[src/rtl/fetch_pkg.sv]
// Shared types and constants for the instruction fetch stage.
// Optional response bypass to decode is enabled with FETCH_BYPASS_EN.
package fetch_pkg;

  localparam int XLEN = 32;

  localparam logic [XLEN-1:0] NOP_INSTR = 32'h0000_0013;

  typedef struct packed {
    logic [XLEN-1:0] instr;
    logic [XLEN-1:0] pc;
  } fetch_entry_t;

  function automatic int cnt_w(input int depth);
    return $clog2(depth) + 1;
  endfunction

endpackage

[src/rtl/fetch_if.sv]
// Instruction memory request/response channel.
// Master side is the fetch stage, slave side is the memory.
interface fetch_if #(
  parameter int WIDTH = 32
) ();

  logic             imem_req;
  logic [WIDTH-1:0] imem_addr;
  logic             imem_ready;
  logic             imem_rvalid;
  logic [WIDTH-1:0] imem_rdata;

  modport master (
    output imem_req,
    output imem_addr,
    input  imem_ready,
    input  imem_rvalid,
    input  imem_rdata
  );

  modport slave (
    input  imem_req,
    input  imem_addr,
    output imem_ready,
    output imem_rvalid,
    output imem_rdata
  );

endinterface

[src/rtl/fetch_queue.sv]
// Circular in-order FIFO of fetched instructions.
// Clear empties it in one cycle; head is shown combinationally.
module fetch_queue
  import fetch_pkg::*;
#(
  parameter int  DEPTH   = 4,
  parameter type entry_t = fetch_entry_t,
  localparam int CW      = cnt_w(DEPTH)
) (
  input  logic          clk,
  input  logic          rst,
  input  logic          clear,
  input  logic          push,
  input  logic          pop,
  input  entry_t        din,
  output entry_t        head,
  output logic [CW-1:0] count
);

  localparam int AW = $clog2(DEPTH);
  localparam logic [CW-1:0] FULL = CW'(DEPTH);

  entry_t        mem [DEPTH];
  logic [AW-1:0] rd_ptr;
  logic [AW-1:0] wr_ptr;
  logic          do_pop;
  logic          do_push;

  assign do_pop  = pop && (count != '0);
  assign do_push = push && ((count != FULL) || do_pop);
  assign head    = mem[rd_ptr];

  always_ff @(posedge clk or posedge rst) begin
    if (rst) begin
      rd_ptr <= '0;
      wr_ptr <= '0;
      count  <= '0;
    end else if (clear) begin
      rd_ptr <= '0;
      wr_ptr <= '0;
      count  <= '0;
    end else begin
      if (do_push) wr_ptr <= wr_ptr + 1'b1;
      if (do_pop)  rd_ptr <= rd_ptr + 1'b1;
      count <= count + CW'(do_push) - CW'(do_pop);
    end
  end

  always_ff @(posedge clk) begin
    if (do_push && !clear) mem[wr_ptr] <= din;
  end

endmodule

[src/rtl/fetch_unit.sv]
// Fetch stage: PC, imem request issue, response queue, redirect flush.
// FETCH_BYPASS_EN lets a response reach decode in its arrival cycle.
module fetch_unit
  import fetch_pkg::*;
#(
  parameter int               WIDTH    = 32,
  parameter int               DEPTH    = 4,
  parameter logic [WIDTH-1:0] RESET_PC = '0
) (
  input  logic             clk,
  input  logic             rst,
  fetch_if.master          imem,
  input  logic             redirect_E,
  input  logic [WIDTH-1:0] target_E,
  input  logic             stall_D,
  output logic             valid_D,
  output logic [WIDTH-1:0] instr_D,
  output logic [WIDTH-1:0] pc_D,
  output logic [WIDTH-1:0] pcPlus4_D
);

  localparam int CW = cnt_w(DEPTH);
  localparam logic [CW:0] LIMIT = (CW+1)'(DEPTH);

  typedef struct packed {
    logic [WIDTH-1:0] instr;
    logic [WIDTH-1:0] pc;
  } entry_t;

  logic [WIDTH-1:0] pc;
  logic [WIDTH-1:0] rsp_pc;
  logic [WIDTH-1:0] tgt;
  logic [CW-1:0]    inflight;
  logic [CW-1:0]    inflight_nx;
  logic [CW-1:0]    discard;
  logic [CW-1:0]    count;
  logic [CW:0]      occ;
  logic             accept;
  logic             rsp;
  logic             drop;
  logic             keep;
  logic             byp;
  logic             q_valid;
  logic             q_push;
  logic             q_pop;
  entry_t           q_din;
  entry_t           q_head;
  logic [WIDTH-1:0] cur_instr;
  logic [WIDTH-1:0] cur_pc;

  assign tgt    = {target_E[WIDTH-1:2], 2'b00};
  assign occ    = {1'b0, count} + {1'b0, inflight};
  assign imem.imem_req  = !rst && !redirect_E && (occ < LIMIT);
  assign imem.imem_addr = pc;

  assign accept = imem.imem_req && imem.imem_ready;
  assign rsp    = imem.imem_rvalid && (inflight != '0);
  assign drop   = discard != '0;
  // A response landing in a redirect cycle is stale by definition.
  assign keep   = rsp && !drop && !redirect_E;

  assign q_valid = count != '0;

`ifdef FETCH_BYPASS_EN
  assign byp = keep && !q_valid;
`else
  assign byp = 1'b0;
`endif

  assign q_pop  = q_valid && !stall_D;
  assign q_push = keep && !(byp && !stall_D);
  assign q_din  = '{instr: imem.imem_rdata, pc: rsp_pc};

  assign cur_instr = q_valid ? q_head.instr : imem.imem_rdata;
  assign cur_pc    = q_valid ? q_head.pc : rsp_pc;

  assign valid_D   = q_valid || byp;
  assign instr_D   = valid_D ? cur_instr : WIDTH'(NOP_INSTR);
  assign pc_D      = valid_D ? cur_pc : '0;
  assign pcPlus4_D = valid_D ? cur_pc + WIDTH'(4) : '0;

  assign inflight_nx = inflight + CW'(accept) - CW'(rsp);

  always_ff @(posedge clk or posedge rst) begin
    if (rst) begin
      pc       <= RESET_PC;
      rsp_pc   <= RESET_PC;
      inflight <= '0;
      discard  <= '0;
    end else begin
      inflight <= inflight_nx;
      if (redirect_E) begin
        pc      <= tgt;
        rsp_pc  <= tgt;
        discard <= inflight_nx;
      end else begin
        if (accept)      pc      <= pc + WIDTH'(4);
        if (rsp && drop) discard <= discard - 1'b1;
        if (keep)        rsp_pc  <= rsp_pc + WIDTH'(4);
      end
    end
  end

  fetch_queue #(
    .DEPTH   (DEPTH),
    .entry_t (entry_t)
  ) u_queue (
    .clk   (clk),
    .rst   (rst),
    .clear (redirect_E),
    .push  (q_push),
    .pop   (q_pop),
    .din   (q_din),
    .head  (q_head),
    .count (count)
  );

endmodule

[src/flat_wrapper.sv]
// flat-port wrapper written by rule: the top's interface ports become plain ports
module fetch_unit_flat import fetch_pkg::*;
#(
  parameter int               WIDTH    = 32,
  parameter int               DEPTH    = 4,
  parameter logic [WIDTH-1:0] RESET_PC = '0
)
  (clk, rst, redirect_E, target_E, stall_D, valid_D, instr_D, pc_D, pcPlus4_D, imem_imem_req, imem_imem_addr, imem_imem_ready, imem_imem_rvalid, imem_imem_rdata);
  fetch_if #(.WIDTH(WIDTH)) imem_i ();
  input  logic clk;
  input  logic rst;
  input  logic redirect_E;
  input  logic [WIDTH-1:0] target_E;
  input  logic stall_D;
  output logic valid_D;
  output logic [WIDTH-1:0] instr_D;
  output logic [WIDTH-1:0] pc_D;
  output logic [WIDTH-1:0] pcPlus4_D;
  output wire logic [$bits(imem_i.imem_req)-1:0] imem_imem_req;
  output wire logic [$bits(imem_i.imem_addr)-1:0] imem_imem_addr;
  input wire logic [$bits(imem_i.imem_ready)-1:0] imem_imem_ready;
  input wire logic [$bits(imem_i.imem_rvalid)-1:0] imem_imem_rvalid;
  input wire logic [$bits(imem_i.imem_rdata)-1:0] imem_imem_rdata;
  assign imem_imem_req = imem_i.imem_req;
  assign imem_imem_addr = imem_i.imem_addr;
  assign imem_i.imem_ready = imem_imem_ready;
  assign imem_i.imem_rvalid = imem_imem_rvalid;
  assign imem_i.imem_rdata = imem_imem_rdata;
  fetch_unit #(.WIDTH(WIDTH), .DEPTH(DEPTH), .RESET_PC(RESET_PC)) u_core (.clk(clk), .rst(rst), .imem(imem_i), .redirect_E(redirect_E), .target_E(target_E), .stall_D(stall_D), .valid_D(valid_D), .instr_D(instr_D), .pc_D(pc_D), .pcPlus4_D(pcPlus4_D));
endmodule
[config.mk]
export PLATFORM = sky130hd
export DESIGN_NAME = fetch_unit_flat
export DESIGN_NICKNAME = d
export VERILOG_FILES = /design/src/rtl/fetch_pkg.sv /design/src/rtl/fetch_if.sv /design/src/rtl/fetch_queue.sv /design/src/rtl/fetch_unit.sv /design/src/flat_wrapper.sv
export SDC_FILE = /design/constraint.sdc
export NUM_CORES = 1
export LEC_CHECK = 0
export CORE_ASPECT_RATIO = 0.7
export CORE_MARGIN = 4
export CORE_UTILIZATION = 59
export CTS_CLUSTER_SIZE = 28
export DETAILED_ROUTE_END_ITERATION = 16
export GPL_TIMING_DRIVEN = 0
export PLACE_DENSITY = 0.85
export SETUP_SLACK_MARGIN = 0.02
export SKIP_CTS_REPAIR_TIMING = 1
export SYNTH_ARGS = -nofsm -noshare
export SYNTH_HDL_FRONTEND = slang
export SYNTH_SLANG_ARGS = --single-unit
[constraint.sdc]
create_clock -name clk -period 5.91 [get_ports clk]
set_input_delay 1.182 -clock clk [delete_from_list [all_inputs] [get_ports clk]]
set_output_delay 1.182 -clock clk [all_outputs]
set_load 0.005 [all_outputs]
# Yosys cells after proc, flatten, opt, wreduce, memory -nomap -nowiden
# Memory sizes are Yosys's and may differ from the RTL's.
# Index checks and enable logic that the tools add are counted.
# Widths: inputs -> output; s select.
[totals] regBits=77 latch_bits=0 mem_bits_rw=256 mem_bits_ro=0 input_bits=70 out_inout_bits=130 elab_cells=62 n_memories=1
[mem_list] name="u_core.u_queue.mem" depth=4 width=64 read_ports=1 rd_clocked_by_memory_dff=0 write_ports=1 line_no="fetch_queue.sv:23" source="entry_t mem [DEPTH];"
[classes] addsub=11 multipliers=0 div_mod_pow=0 order_cmp=1 eq_ne=1 n_shift=0 n_mux=17 bitwise=0 n_reduce_logical=24
[ops] cell="$mux 32" count=8
[ops] cell="$add 32x3->32 const B" count=3
[ops] cell="$logic_and 1x1->1" count=11
[ops] cell="$reduce_bool 2->1" count=5
[ops] cell="$mux 3" count=3
[ops] cell="$reduce_bool 3->1" count=3
[ops] cell="$mux 2" count=4
[ops] cell="$add 3x1->3" count=2
[ops] cell="$sub 3x1->3" count=2
[ops] cell="$add 2x1->2 const B" count=2
[ops] cell="$add 3x3->4" count=1
[ops] cell="$logic_not 1->1" count=4
[ops] cell="$lt 4x3->1 const B" count=1
[ops] cell="$ne 3x3->1 const B" count=1
[ops] cell="$sub 3x1->3 const B" count=1
[ops] cell="$mux 1" count=2
[ops] cell="$logic_or 1x1->1" count=1

# Logic depth before layout (Yosys ltp)
# Gate-level depths: netlist of the first run.
[depth] ltp_word=8 depth_mapped=13 ltp_nobuf=13

# Modules after synthesis
# Synthesis of the first run repeated with hierarchy kept, for this count alone.
[hier_totals] cells_unflattened=1007 area_unflattened_um2=14890.5
[by_module_without_submodules] mod="fetch_queue" instances=1 cells_per_inst=379 area_each_um2=9691.8 seq_area_each_um2=7862.5
[by_module_without_submodules] mod="fetch_unit" instances=1 cells_per_inst=628 area_each_um2=5198.7 seq_area_each_um2=1651.6

# Least setup slack after synthesis of the first run
# OpenSTA, ideal clock, no wires.
[synth_path] path_type="register to output" from="reg u_core.u_queue.count[2]" to="out pcPlus4_D[30]" arrival_ps=2877 required_time_ps=4728 path_slack_ps=1851 stages_incl_launch_ff=12 n_path_buf=3 path_cell_list="dfrtp_1 nor3_4 clkbuf_1 buf_4 buf_2 a21o_1 ha_1 nand2_1 o21ai_2 o211ai_1 or4_1 a21oi_1"
[synth_between] elab_chain_cells=4
[synth_rtl] item="start: declaration" line_no="fetch_queue.sv:17" source="output logic [CW-1:0] count"
[synth_rtl] item="start signal: assignment" line_no="fetch_queue.sv:45" source="count <= count + CW'(do_push) - CW'(do_pop);"
[synth_rtl] item="$reduce_bool 3->1 *" line_no="fetch_unit.sv:62" source="assign q_valid = count != '0;"
[synth_rtl] item="$mux 32" line_no="fetch_unit.sv:75" source="assign cur_pc = q_valid ? q_head.pc : rsp_pc;"
[synth_rtl] item="$add 32x3->32" line_no="fetch_unit.sv:80" source="assign pcPlus4_D = valid_D ? cur_pc + WIDTH'(4) : '0;"
[synth_rtl] item="$mux 32 *" line_no="fetch_unit.sv:80"
[synth_rtl] item="end: declaration" line_no="flat_wrapper.sv:18" source="output logic [WIDTH-1:0] pcPlus4_D;"
# Mark *: on every way between the ends. The rest lies on a longest branch, timed or not.

# Final worst setup path of the first run
[layout_path] from="reg u_core.u_queue.count[0]" to="out pcPlus4_D[30]"
# Same word-level chain as after synthesis.

==> flow_metrics.env, run 1 <==
export IMPL_synthToLayoutAreaGrowth_pct=24.74
export IMPL_synth_warning_count=0
export IMPL_die_width_um=196.1
export IMPL_timing_critical_path_max_delay_family="buffers and inverters"
export IMPL_port_buffers=191
export IMPL_run_status="complete, no violations"
export IMPL_hold_path_startpoint="u_core.rsp_pc[15]"
export IMPL_timing_critical_path_buf_inv=4
export IMPL_ratio_of_final_minimum_period_to_clock_period_pct=97.86
export IMPL_pre_cts_ws_ps=94.04
export IMPL_max_cap_violations=0
export IMPL_synth_edf_count=248
export IMPL_hold_viol_final=0
export IMPL_layout_drive_gt1_share_pct=14.20
export IMPL_grt_util_all_layers_pct=26.88
export IMPL_worst_slack_ps=126.2
export IMPL_tritonroute_pass_1_iters=5
export IMPL_antenna_cells_inserted=0
export IMPL_via_count=9888
export IMPL_gp_routability_congestion=0.9287
export IMPL_post_synth_instance_area_um2=14620
export IMPL_timing_hold_worst_class="reg2reg"
export IMPL_ir_drop_mv=0.2939
export IMPL_placeableCoreArea_um2=23990
export IMPL_std_cell_rows=47
export IMPL_cts_buffers=30
export IMPL_hpwlAfterDp_um=26060
export IMPL_crit_path_cell_trace="nor3_4, buf_2, buf_4, clkbuf_4, a21o_1, ha_2, nand2_1, o21ai_4, o211ai_1, or4_1, a21oi_2, clkdlybuf4s50_1"
export IMPL_timing_critical_path_from_type="register"
export IMPL_grt_start_max_net_pins=70
export IMPL_antenna_found_initial=0
export IMPL_crit_path_max_fanout=10
export IMPL_most_common_cell_after_layout_fill_and_taps_aside="sky130_fd_sc_hd__edfxtp_1"
export IMPL_crit_reg2reg_launch="u_core.u_queue.count[2]"
export IMPL_route_detailed_vias_per_inst=6.207
export IMPL_most_common_layout_cells="sky130_fd_sc_hd__edfxtp_1 (248), sky130_fd_sc_hd__clkdlybuf4s50_1 (191), sky130_fd_sc_hd__nand2_1 (74)"
export IMPL_cts_max_path_buffers=3
export IMPL_finalWirelength_um=37110
export IMPL_syn_avg_cell_area_um2=14.40
export IMPL_tritoncts_clock_tree="built"
export IMPL_p_int_mw=5.304
export IMPL_grt_pass1_vias=10010
export IMPL_die_area_um2=27400
export IMPL_worst_clock_skew_ps=12.82
export IMPL_switching_power_mw=2.327
export IMPL_detail_route_drc_violations=0
export IMPL_hold_slack_ps=513.2
export IMPL_p_per_area_nw_per_um2=418.5
export IMPL_min_period_ps=5784
export IMPL_timing_critical_path_arrival_ps=4600
export IMPL_cts_sinks=321
export IMPL_postSynth_asyncResetShare_pct=22.74
export IMPL_cts_root_buffer_cell="sky130_fd_sc_hd__clkbuf_16"
export IMPL_wire_per_inst_um=23.30
export IMPL_critPathMaxStageDelay_ps=540
export IMPL_net_sw_share_pct=30.50
export IMPL_pwr_share_seq_pct=36.0
export IMPL_initial_core_util_pct=60.93
export IMPL_netlist_instances=1015
export IMPL_critPathCaptureType="output pin"
export IMPL_global_route_wire_length_before_repair_um=57620
export IMPL_critical_path_class="reg2out"
export IMPL_grt_overflow_total=0
export IMPL_num_io_pins=200
export IMPL_post_synth_num_cell_types=71
export IMPL_postRouteAntennaNets=0
export IMPL_worst_slew_pin_transition_ps=1276
export IMPL_report_final_slew_viol_count=0
export IMPL_worstPathRequired_ps=4730
export IMPL_power_total_mw=7.631
export IMPL_cp_startpoint="u_core.u_queue.count[0]"
export IMPL_die_height_um=139.7
export IMPL_worstSkewPairLatency_ps=550
export IMPL_first_iter_violations=1178
export IMPL_finalSetupViolCount=0
export IMPL_ys_seq_area_share_pct=63.44
export IMPL_yosys_most_used_dff="sky130_fd_sc_hd__edfxtp_1"
export IMPL_clkPwrFrac_pct=27.3
export IMPL_p_leak_nw=6.274
export IMPL_ys_seq_elements=321
export IMPL_worst_setup_hold_path_clk_slew_ps=60
export IMPL_critical_path_slowest_cell="sky130_fd_sc_hd__or4_1"
export IMPL_fmax_mhz=172.9
export IMPL_htreeDepth=1
export IMPL_layout_nets=1338
export IMPL_slew_limit_headroom_pct=13.72
export IMPL_comb_power_share_pct=36.7
export IMPL_grt_setup_unrepaired="no"
export IMPL_regToRegSetupSlack_ps=2070
## per-stage QoR
stage | instance area (um^2) | TNS, ps | utilization (%) | instances
2_1_floorplan | 14640 | 0 | - | 1020
3_3_place_gp | 16950 | 0 | 70.63 | 1529
3_5_place_dp | 17100 | 0 | 71.26 | 1534
4_1_cts | 18180 | -2503 | 75.77 | 1590
5_1_grt | 18230 | 0 | 76.00 | 1593
6_report | 18230 | 0 | 76.00 | 1593
## logic make-up after synthesis
| family | share of synthesized area [%] |
|---|---|
| and+or+nand+nor | 12.09 |
| DFF | 63.44 |
| adders and majority gates | 1.558 |
| other | 0.02565 |
| AOI/OAI and AO/OA | 5.881 |
| muxes | 10.67 |
| buffers and inverters | 2.619 |
| xor gates and xnor gates | 3.715 |
## registers in the layout (all words and copies together) (netlist names)
register,cells
u_core.discard,3
u_core.u_queue.rd_ptr,2
u_core.inflight,3
u_core.rsp_pc,30
u_core.imem.imem_addr,30
u_core.u_queue.mem,248
u_core.u_queue.count,3
u_core.u_queue.wr_ptr,2
## final timing paths
check | to | cells past startpoint
setup / recovery | pcPlus4_D[30] | 12
hold / removal | u_core.u_queue.mem[0][15] | 0
setup reg to reg | u_core.discard[2] | 12
hold reg to reg | u_core.u_queue.mem[0][15] | 0
max in group asynchronous | u_core.imem.imem_addr[21] | 3
min in group asynchronous | u_core.u_queue.count[2] | 2
## final cells by class
class	count	area [um^2]
timing repair buffer	199	2072
tap	318	397.9
sequential	321	9275
inverter	24	92.59
multi-input combinational	624	5010
clock buffer	39	845.8
clock inverter	17	236.5
buffer	51	304.0
fill	1469	5759
## power by group through the flow
stage / clock network [mW] / logic, mW / registers (mW)
2_1_floorplan: 0 / 1.40 / 2.75
3_3_place_gp: 0 / 2.66 / 2.78
3_5_place_dp: 0 / 2.74 / 2.79
4_1_cts: 2.11 / 2.76 / 2.74
5_1_grt: 2.22 / 3.02 / 2.76
6_report: 2.09 / 2.80 / 2.75
## Yosys cell counts, drive strengths merged (3+ instances only)
library cell / number / area, um^2
a21o: 3 / 22.52
a21oi: 24 / 120.1
a22oi: 6 / 73.82
a31oi: 5 / 31.28
and2: 70 / 437.9
and3: 15 / 93.84
and4: 4 / 35.03
buf: 25 / 191.4
clkbuf: 26 / 101.4
dfrtp: 73 / 1827
edfxtp: 248 / 7447
ha: 15 / 187.7
inv: 23 / 86.33
mux2: 12 / 135.1
mux4: 62 / 1415
nand2: 74 / 277.8
nand3: 61 / 327.8
nand4: 19 / 125.1
nor2: 44 / 165.2
nor3: 11 / 66.32
o211a: 3 / 30.03
o211ai: 7 / 52.55
o21ai: 59 / 299.0
o311ai: 5 / 43.79
o31ai: 6 / 58.81
or2: 7 / 43.79
or3: 8 / 50.05
or4: 6 / 45.04
xnor2: 27 / 236.5
xor2: 35 / 306.5
## per-layer routing
layer	track usage (%)	wire, um	vias up
met2	41.48	17140	591
met4	5.656	818	0
met3	7.321	4123	68
met5	0	0	-
li1	-	-	4325
met1	39.21	15030	4904
## worst reg2reg max path, delay by kind of cell, from the launching register on
family	cells	cell delay (ps)
xor gates and xnor gates	2	320
and+or+nand+nor	3	840
buffers and inverters	3	1260
adders and majority gates	3	790
DFF	1	460
AOI/OAI and AO/OA	1	100
(Power assumes the default switching activity.)
==> inputs of run 2 (changes only) <==
--- a/config.mk
+++ b/config.mk
@@ -11,9 +11,11 @@
 export CTS_CLUSTER_SIZE = 28
 export DETAILED_ROUTE_END_ITERATION = 16
 export GPL_TIMING_DRIVEN = 0
-export PLACE_DENSITY = 0.85
+export HOLD_SLACK_MARGIN = 0.12
+export PLACE_DENSITY_LB_ADDON = 0.3
 export SETUP_SLACK_MARGIN = 0.02
 export SKIP_CTS_REPAIR_TIMING = 1
+export SLEW_MARGIN = 20
 export SYNTH_ARGS = -nofsm -noshare
 export SYNTH_HDL_FRONTEND = slang
 export SYNTH_SLANG_ARGS = --single-unit
==> flow_metrics.env, run 2 (synthesis gave the netlist of run 1 again) <==
export IMPL_worst_slew_pin_transition_ps=1161
export IMPL_antenna_found_initial=0
export IMPL_p_leak_nw=6.227
export IMPL_critPathCaptureType="output pin"
export IMPL_layout_drive_gt1_share_pct=14.16
export IMPL_grt_pass1_vias=9920
export IMPL_first_iter_violations=1153
export IMPL_port_buffers=191
export IMPL_net_sw_share_pct=30.90
export IMPL_max_cap_violations=0
export IMPL_tritoncts_clock_tree="built"
export IMPL_timing_critical_path_arrival_ps=4630
export IMPL_crit_path_max_fanout=10
export IMPL_layout_nets=1336
export IMPL_via_count=9925
export IMPL_global_route_wire_length_before_repair_um=57920
export IMPL_finalSetupViolCount=0
export IMPL_tritonroute_pass_1_iters=5
export IMPL_hpwlAfterDp_um=26300
export IMPL_finalWirelength_um=37680
export IMPL_die_height_um=139.7
export IMPL_detail_route_drc_violations=0
export IMPL_antenna_cells_inserted=0
export IMPL_fmax_mhz=172.2
export IMPL_cts_max_path_buffers=3
export IMPL_die_width_um=196.1
export IMPL_timing_critical_path_from_type="register"
export IMPL_cts_buffers=29
export IMPL_pwr_share_seq_pct=36.6
export IMPL_fin_cells=1589
export IMPL_grt_util_all_layers_pct=27.07
export IMPL_final_fill_count=1524
export IMPL_place_detailed_instances=1534
export IMPL_grt_overflow_total=0
export IMPL_p_int_mw=5.193
export IMPL_placeableCoreArea_um2=23990
export IMPL_switching_power_mw=2.322
export IMPL_initial_core_util_pct=60.93
export IMPL_synthToLayoutAreaGrowth_pct=24.03
export IMPL_worstSkewPairLatency_ps=540
export IMPL_cts_root_buffer_cell="sky130_fd_sc_hd__clkbuf_16"
export IMPL_timing_hold_worst_class="reg2reg"
export IMPL_worst_clock_skew_ps=10.16
export IMPL_die_area_um2=27400
export IMPL_max_flop_register="u_core.u_queue.mem"
export IMPL_report_final_slew_viol_count=0
export IMPL_ratio_of_final_minimum_period_to_clock_period_pct=98.27
export IMPL_htreeDepth=1
export IMPL_num_io_pins=200
export IMPL_ir_drop_mv=0.3193
export IMPL_gp_routability_congestion=0.9245
export IMPL_cts_sinks=321
export IMPL_power_total_mw=7.514
export IMPL_comb_power_share_pct=37.3
export IMPL_hold_viol_final=0
export IMPL_p_per_area_nw_per_um2=414.4
export IMPL_run_status="complete, no violations"
export IMPL_finish_utilization_pct=75.57
export IMPL_critical_path_class="reg2out"
export IMPL_std_cell_rows=47
export IMPL_worstPathRequired_ps=4730
export IMPL_route_detailed_vias_per_inst=6.246
export IMPL_most_common_layout_cells="sky130_fd_sc_hd__edfxtp_1 (248), sky130_fd_sc_hd__clkdlybuf4s50_1 (191), sky130_fd_sc_hd__nand2_1 (74)"
export IMPL_worst_setup_hold_path_clk_slew_ps=70
export IMPL_min_period_ps=5808
export IMPL_postRouteAntennaNets=0
export IMPL_grt_start_max_net_pins=57
export IMPL_most_common_cell_after_layout_fill_and_taps_aside="sky130_fd_sc_hd__edfxtp_1"
export IMPL_slew_limit_headroom_pct=21.53
export IMPL_clkPwrFrac_pct=26.2
export IMPL_wire_per_inst_um=23.71
export IMPL_number_of_flip_flops_under_the_largest_register_name=248
==> run 2: changes by cell type in the layout (fill, tap and decap cells not counted), sizes merged <==
cell,change
clkbuf,+5
clkinv,-5
bufinv,-3
buf,-2
clkinvlp,+1
==> run 2: power by group through the flow <==
| stage | combinational, mW | sequential (mW) | clock, mW |
|---|---|---|---|
| 3_5_place_dp | 2.73 | 2.79 | 0 |
| 4_1_cts | 2.76 | 2.74 | 1.98 |
| 5_1_grt | 3.01 | 2.76 | 2.08 |
| 2_1_floorplan | 1.40 | 2.75 | 0 |
| 6_report | 2.80 | 2.75 | 1.97 |
| 3_3_place_gp | 2.67 | 2.78 | 0 |
==> run 2: final timing paths <==
path | from | to | slack (ps) | cells past startpoint
hold reg to reg | u_core.rsp_pc[14] | u_core.u_queue.mem[2][14] | 530 | 0
hold / removal | u_core.rsp_pc[14] | u_core.u_queue.mem[2][14] | 530 | 0
setup reg to reg | u_core.u_queue.count[2] | u_core.discard[1] | 2020 | 10
min in group asynchronous | rst | u_core.u_queue.count[1] | 1000 | 2
setup / recovery | u_core.u_queue.count[2] | pcPlus4_D[30] | 100 | 12
max in group asynchronous | rst | u_core.imem.imem_addr[18] | 4340 | 3
==> run 2: cell type report <==
cell class	count	area [um^2]	area share [%]
well taps	318	397.9	2.194
plain buffers	51	304.0	1.677
inverters	24	92.59	0.5107
multi-input cells	624	5016	27.67
flip-flops and latches	321	9274	51.15
clock inverters	10	123.9	0.6832
clock buffers	43	880.8	4.858
repair buffers	198	2042	11.26
==> run 2: routing by layer <==
metal | vias up | wire length, um | part of all wire (%) | track usage, %
li1 | 4331 | - | - | -
met1 | 4922 | 15660 | 42 | 41.05
met2 | 601 | 17190 | 46 | 40.68
met3 | 71 | 4031 | 11 | 6.596
met4 | 0 | 804 | 2.1 | 5.729
met5 | - | 0 | 0 | 0
==> run 2: metrics by stage <==
| stage | cell area, um^2 | hold WS (ps) | setup TNS, ps | worst slack (ps) |
|---|---|---|---|---|
| global placement | 16950 | 497.5 | 0 | 1.386 |
| floorplan | 14640 | 471.0 | 0 | 1851 |
| CTS | 18080 | 525.1 | -1656 | -417.8 |
| global route | 18130 | 555.7 | -13.13 | -13.13 |
| finish | 18130 | 525.5 | 0 | 102.1 |
| detailed placement | 17080 | 500.3 | 0 | 243.2 |
==> run 2: worst max-delay path: stages, from the launching register on <==
cell	delay, ps
sky130_fd_sc_hd__dfrtp_1	480
sky130_fd_sc_hd__nor3_4	370
sky130_fd_sc_hd__clkbuf_4	300
sky130_fd_sc_hd__buf_4	250
sky130_fd_sc_hd__clkbuf_4	290
sky130_fd_sc_hd__a21o_1	150
sky130_fd_sc_hd__ha_2	280
sky130_fd_sc_hd__nand2_1	120
sky130_fd_sc_hd__o21ai_4	270
sky130_fd_sc_hd__o211ai_1	240
sky130_fd_sc_hd__or4_1	560
sky130_fd_sc_hd__a21oi_2	240
sky130_fd_sc_hd__clkdlybuf4s50_1	540
==> inputs of run 3 (changes only) <==
--- a/config.mk
+++ b/config.mk
@@ -13,7 +13,6 @@
 export GPL_TIMING_DRIVEN = 0
 export HOLD_SLACK_MARGIN = 0.12
 export PLACE_DENSITY_LB_ADDON = 0.3
-export SETUP_SLACK_MARGIN = 0.02
 export SKIP_CTS_REPAIR_TIMING = 1
 export SLEW_MARGIN = 20
 export SYNTH_ARGS = -nofsm -noshare
==> results of run 3 <==
Final layout, timing and power as in run 2 (identical DEF).
